### src/rtl/regsr_pkg.sv
// Shared definitions for the serial shift/rotate register: op codes, FSM states
// and the shift-amount width rule.
package regsr_pkg;

    typedef enum logic [2:0] {
        OP_NOP  = 3'b000,
        OP_LOAD = 3'b001,
        OP_SHL  = 3'b010,
        OP_SHR  = 3'b011,
        OP_ROTL = 3'b100,
        OP_ROTR = 3'b101,
        OP_ASR  = 3'b110,
        OP_RSV  = 3'b111
    } op_e;

    typedef enum logic [1:0] {
        ST_IDLE  = 2'b00,
        ST_SHIFT = 2'b01,
        ST_DONE  = 2'b10
    } state_e;

    // One extra bit so a count equal to WIDTH (or beyond) is representable.
    function automatic int amt_w(input int w);
        return $clog2(w) + 1;
    endfunction

    function automatic logic is_shift_op(input op_e op);
        return (op == OP_SHL) || (op == OP_SHR) || (op == OP_ROTL) ||
               (op == OP_ROTR) || (op == OP_ASR);
    endfunction

endpackage

### src/rtl/regsr_shifter_shift_step.sv
// Combinational single-step shifter: next register value and the bit leaving it.
module shift_step
    import regsr_pkg::*;
#(
    parameter int WIDTH = 32
) (
    input  logic [WIDTH-1:0] i_q,
    input  op_e              i_op,
    input  logic             i_sin,
    output logic [WIDTH-1:0] o_q_next,
    output logic             o_bit_out
);

    always_comb begin
        o_q_next  = i_q;
        o_bit_out = 1'b0;
        case (i_op)
            OP_SHL: begin
                o_q_next  = {i_q[WIDTH-2:0], i_sin};
                o_bit_out = i_q[WIDTH-1];
            end
            OP_SHR: begin
                o_q_next  = {i_sin, i_q[WIDTH-1:1]};
                o_bit_out = i_q[0];
            end
            OP_ROTL: begin
                o_q_next  = {i_q[WIDTH-2:0], i_q[WIDTH-1]};
                o_bit_out = i_q[WIDTH-1];
            end
            OP_ROTR: begin
                o_q_next  = {i_q[0], i_q[WIDTH-1:1]};
                o_bit_out = i_q[0];
            end
            OP_ASR: begin
                o_q_next  = {i_q[WIDTH-1], i_q[WIDTH-1:1]};
                o_bit_out = i_q[0];
            end
            default: begin
                o_q_next  = i_q;
                o_bit_out = 1'b0;
            end
        endcase
    end

endmodule

### src/rtl/regsr_shifter.sv
// Multi-cycle shift/rotate register: one bit per clock under a small FSM,
// with parallel load, synchronous set and synchronous reset.
module regsr_shifter
    import regsr_pkg::*;
#(
    parameter int WIDTH = 32,
    parameter int AMTW  = amt_w(WIDTH)
) (
    input  logic             C,
    input  logic             R,
    input  logic             S,
    input  logic             start,
    input  logic [2:0]       op,
    input  logic [AMTW-1:0]  amt,
    input  logic [WIDTH-1:0] D,
    input  logic             sin,
    output logic [WIDTH-1:0] Q,
    output logic             sout,
    output logic             busy,
    output logic             done
);

    logic [WIDTH-1:0] r_q;
    logic             r_sout;
    logic [AMTW-1:0]  r_cnt;
    op_e              r_op;
    state_e           r_state;

    op_e              w_op;
    logic [WIDTH-1:0] w_q_next;
    logic             w_bit_out;

    assign w_op = op_e'(op);

    shift_step #(.WIDTH(WIDTH)) u_step (
        .i_q       (r_q),
        .i_op      (r_op),
        .i_sin     (sin),
        .o_q_next  (w_q_next),
        .o_bit_out (w_bit_out)
    );

    always_ff @(posedge C) begin
        if (R) begin
            r_q     <= '0;
            r_sout  <= 1'b0;
            r_cnt   <= '0;
            r_op    <= OP_NOP;
            r_state <= ST_IDLE;
        end else if (S) begin
            // Set aborts any operation silently; sout keeps its last value.
            r_q     <= '1;
            r_cnt   <= '0;
            r_state <= ST_IDLE;
        end else begin
            case (r_state)
                ST_IDLE: begin
                    if (start) begin
                        if (w_op == OP_LOAD) begin
                            r_q     <= D;
                            r_state <= ST_DONE;
                        end else if (is_shift_op(w_op) && (amt != '0)) begin
                            r_op    <= w_op;
                            r_cnt   <= amt;
                            r_state <= ST_SHIFT;
                        end else begin
                            r_state <= ST_DONE;
                        end
                    end
                end
                ST_SHIFT: begin
                    r_q    <= w_q_next;
                    r_sout <= w_bit_out;
                    r_cnt  <= r_cnt - AMTW'(1);
                    if (r_cnt == AMTW'(1)) begin
                        r_state <= ST_DONE;
                    end
                end
                ST_DONE: begin
                    r_state <= ST_IDLE;
                end
                default: begin
                    r_state <= ST_IDLE;
                end
            endcase
        end
    end

    assign Q    = r_q;
    assign sout = r_sout;
    assign busy = (r_state != ST_IDLE);
    assign done = (r_state == ST_DONE);

endmodule

### config.mk
export PLATFORM = sky130hd
export DESIGN_NAME = regsr_shifter
export DESIGN_NICKNAME = d
export VERILOG_FILES = /design/src/rtl/regsr_pkg.sv /design/src/rtl/regsr_shifter_shift_step.sv /design/src/rtl/regsr_shifter.sv
export SDC_FILE = /design/constraint.sdc
export NUM_CORES = 1
export LEC_CHECK = 0
export ABC_CLOCK_PERIOD_IN_PS = 5300
export CORE_MARGIN = 2
export CORE_UTILIZATION = 25
export DETAILED_ROUTE_END_ITERATION = 8
export GPL_TIMING_DRIVEN = 0
export SLEW_MARGIN = 20
export SYNTH_ARGS = -nofsm -noshare
export SYNTH_HDL_FRONTEND = slang
export SYNTH_SLANG_ARGS = --single-unit
export TNS_END_PERCENT = 50
### constraint.sdc
create_clock -name C -period 5.3 [get_ports C]
set_input_delay 1.06 -clock C [delete_from_list [all_inputs] [get_ports C]]
set_output_delay 1.06 -clock C [all_outputs]
set_load 0.005 [all_outputs]
==> results.yml <==
synthesis:
  syn-num-nets: 375
  async_reset_ff_frac: 0
  ys_seq_area_frac: 0.327
  synth.area.top_cells: "dfxtp_1 33%, a221oi_1 7.5%, o31ai_1 6.7%, a31oi_1 6.5%, nand2_1 6.1%"
  synthDistinctLibCells: 56
  synthesis.instances: 327
  synth-seq-cells: 44
  synth.cells.most_frequent: "44 x dfxtp_1, 44 x nand2_1, 28 x a31oi_1"
  yosysWarningCount: 0
  synth.largest_area_cell: "dfxtp_1"
  synth-main-ff-cell: "dfxtp_1"
  number_of_enable_type_register_cells_in_the_synthesized_netlist: 0
  syn-cell-area_um2: 2700
  synth_largest_type_area_fraction: 0.327
  synth_area_per_cell_um2: 8.25
clocking:
  ctsHtreeMaxLevel: 2
  post-cts-setup-buffer-count: 0
  post_cts_resized: 0
  clock_insertion_delay_worst_skew_ns: 0.30
  cts_hold_buf: 0
  clk_path_buf_depth: 2
  clk_transition_reported_paths_ns: 0.09
  tritoncts: "done"
  cts.sinks: 44
  number_of_cts_inserted_buffers: 5
  cts.root.buffer_cell: "clkbuf_8"
drt:
  route.layer.met1.wl_mm: 4.27
  drtIter0Drc: 126
  highest-signal-layer: "met4"
  detail_route.drc_violations: 0
  total_length_of_routed_wires_mm: 9.04
  postRouteAntennaNets: 0
  met3WireLength_um: 617
  vias: 3050
  avgViaCountPerCell: 5.54
  detail_route.first_pass.iterations: 4
  wl_per_cell_um: 16.4
  met2_wirelength_mm: 4.02
timing:
  period_minus_slack_ns: 2.92
  maxClockFrequency_ghz: 0.342
  final_hold_viol_count: 0
  grt_setup_unrepaired: "false"
  timing.final.setup_violations: 0
  fin_worst_skew_ns: 0.00767
  final.period_utilization: 0.552
  fin_setup_tns_ns: 0
  relSlewSlack: 0.516
  worst_slew_pin_slew_ns: 0.724
  final_max_slew_viol_count: 0
die:
  chipHeight_um: 108
  die-width_um: 108
  die-area_um2: 11600
  number_of_standard_cell_rows_in_the_floorplan: 37
  placeableCoreArea_um2: 10400
  count_of_boundary_i_o_pins: 81
  initial_utilization: 0.259
setup_path:
  worstSetupEndpoint: "Q[28]"
  critPathLaunch: "op[2]"
  crit_fanout: 10
  worstReg2RegStart: "r_op[1]"
  required_ns: 5.48
  r2r_slack_ns: 3.21
  cp-start-kind: "input pin"
  worstReg2RegEnd: "Q[17]"
  crit_arrival_ns: 3.11
  reg2regPathDepth: 6
  worstSetupEndpointType: "register"
  criticalPathCategory: "in -> reg"
power:
  ir_drop_mv: 0.0898
  power.static_leakage_nw: 1.27
  p_per_area_nw_per_um2: 218
global_routing:
  wire_length_of_the_first_global_routing_pass_mm: 14.4
  number_of_global_route_vias_before_repair: 2918
  overflow: 0
  grt_start_max_net_pins: 15
  grt.total_usage: 0.154
  antenna_found_initial: 0
placement:
  dp.final_hpwl_mm: 6.62
  final_weighted_congestion_in_routability_driven_placement: 0.898
  buffer_ports.inserted: 80
  cell_area_reported_after_detailed_placement_um2: 3670
  dp_cells: 543
flow_run:
  drv_cap: 0
final_layout:
  final_area_um2: 3760
  syn2layout_area_growth_pct: 39.6
  finish.cell_count_without_fillers: 551
  drive_above_1_share: 0.0819
  num-nets-final: 462
  final_antenna_diode_count: 0
status:
  run_status: "finished clean"
min_path:
  hold_path_class: "reg -> reg"
## cell usage in the layout (no fill, tap or decap), drive strengths merged, types with 2 or more instances in the layout
cell type and count:
nand3 6, clkinvlp 2, o211ai 4, a221oi 23, nand3b 2, nand2 44
a211oi 5, o21ai 6, nand2b 4, o32ai 3, ha 2, mux2i 6
o22ai 3, a311oi 9, a22oi 5, nor3 10, clkdlybuf4s50 80, a211o 2
inv 7, o31ai 24, and3 2, or2 2, nor4 4, a31oi 28
clkbuf 22, nor2 10, nor2b 5, nor3b 3, xnor2 3, nand4 4
a21oi 6, buf 18, or3 2, dfxtp 44
## worst min-delay path by stage
| stage | startpoint | cells past startpoint | endpoint |
|---|---|---|---|
| 4_1_cts | sout | 2 | sout |
| 5_1_grt | sout | 2 | sout |
| 3_5_place_dp | sout | 2 | sout |
| 2_1_floorplan | sout | 2 | sout |
| 3_3_place_gp | sout | 2 | sout |
| 6_report | sout | 2 | sout |
## routing by layer
layer / vias up / track usage
met3: 13 / 0.0272
li1: 1461 / -
met1: 1453 / 0.220
met2: 123 / 0.234
met5: - / 0
met4: 0 / 0.0467
## flip-flops by register name, summed over array words and instances (netlist names)
| name | count |
|---|---|
| Q | 32 |
| r_state | 2 |
| r_cnt | 6 |
| sout | 1 |
| r_op | 3 |
## power breakdown
part / internal [W] / switching, W
Sequential: 0.000354 / 0.0000288
Clock: 0.000106 / 0.000127
Combinational: 0.000112 / 0.0000913
Total: 0.000572 / 0.000247
## worst max-delay path: stages
cell and delay [ns]:
clkdlybuf4s50_1 0.57, or4b_4 0.63, or2_1 0.27, nand2_1 0.19, buf_2 0.27, a31oi_1 0.11
## cell families (layout without fill, tap and decap cells)
family,count (synthesis),in the layout,synth area share
AOI/OAI and AO/OA,126,126,0.367
xor gates and xnor gates,4,4,0.0130
adders and majority gates,2,2,0.00928
buffers and inverters,41,129,0.0654
DFF,44,44,0.327
muxes,7,7,0.0265
and+or+nand+nor,103,103,0.193
## cell type report
| class | instances | area (um2) |
|---|---|---|
| multi-input cells | 242 | 1640 |
| flip-flops and latches | 44 | 881 |
| inverters | 7 | 26.3 |
| fillers | 1080 | 6650 |
| plain buffers | 34 | 150 |
| clock inverters | 2 | 15.0 |
| repair buffers | 80 | 801 |
| clock buffers | 6 | 82.6 |
| well taps | 136 | 170 |
## metrics by stage
| stage | hold slack (ns) | total power, W | util | setup WS (ns) |
|---|---|---|---|---|
| floorplan | 0.470 | 0.000482 | - | 2.81 |
| global placement | 0.470 | 0.000591 | 0.352 | 2.08 |
| detailed placement | 0.482 | 0.000593 | 0.352 | 2.07 |
| CTS | 0.494 | 0.000822 | 0.361 | 2.36 |
| global route | 0.525 | 0.000860 | 0.361 | 2.24 |
| finish | 0.491 | 0.000819 | 0.361 | 2.38 |
No activity file was read; power rests on OpenSTA's default activity.
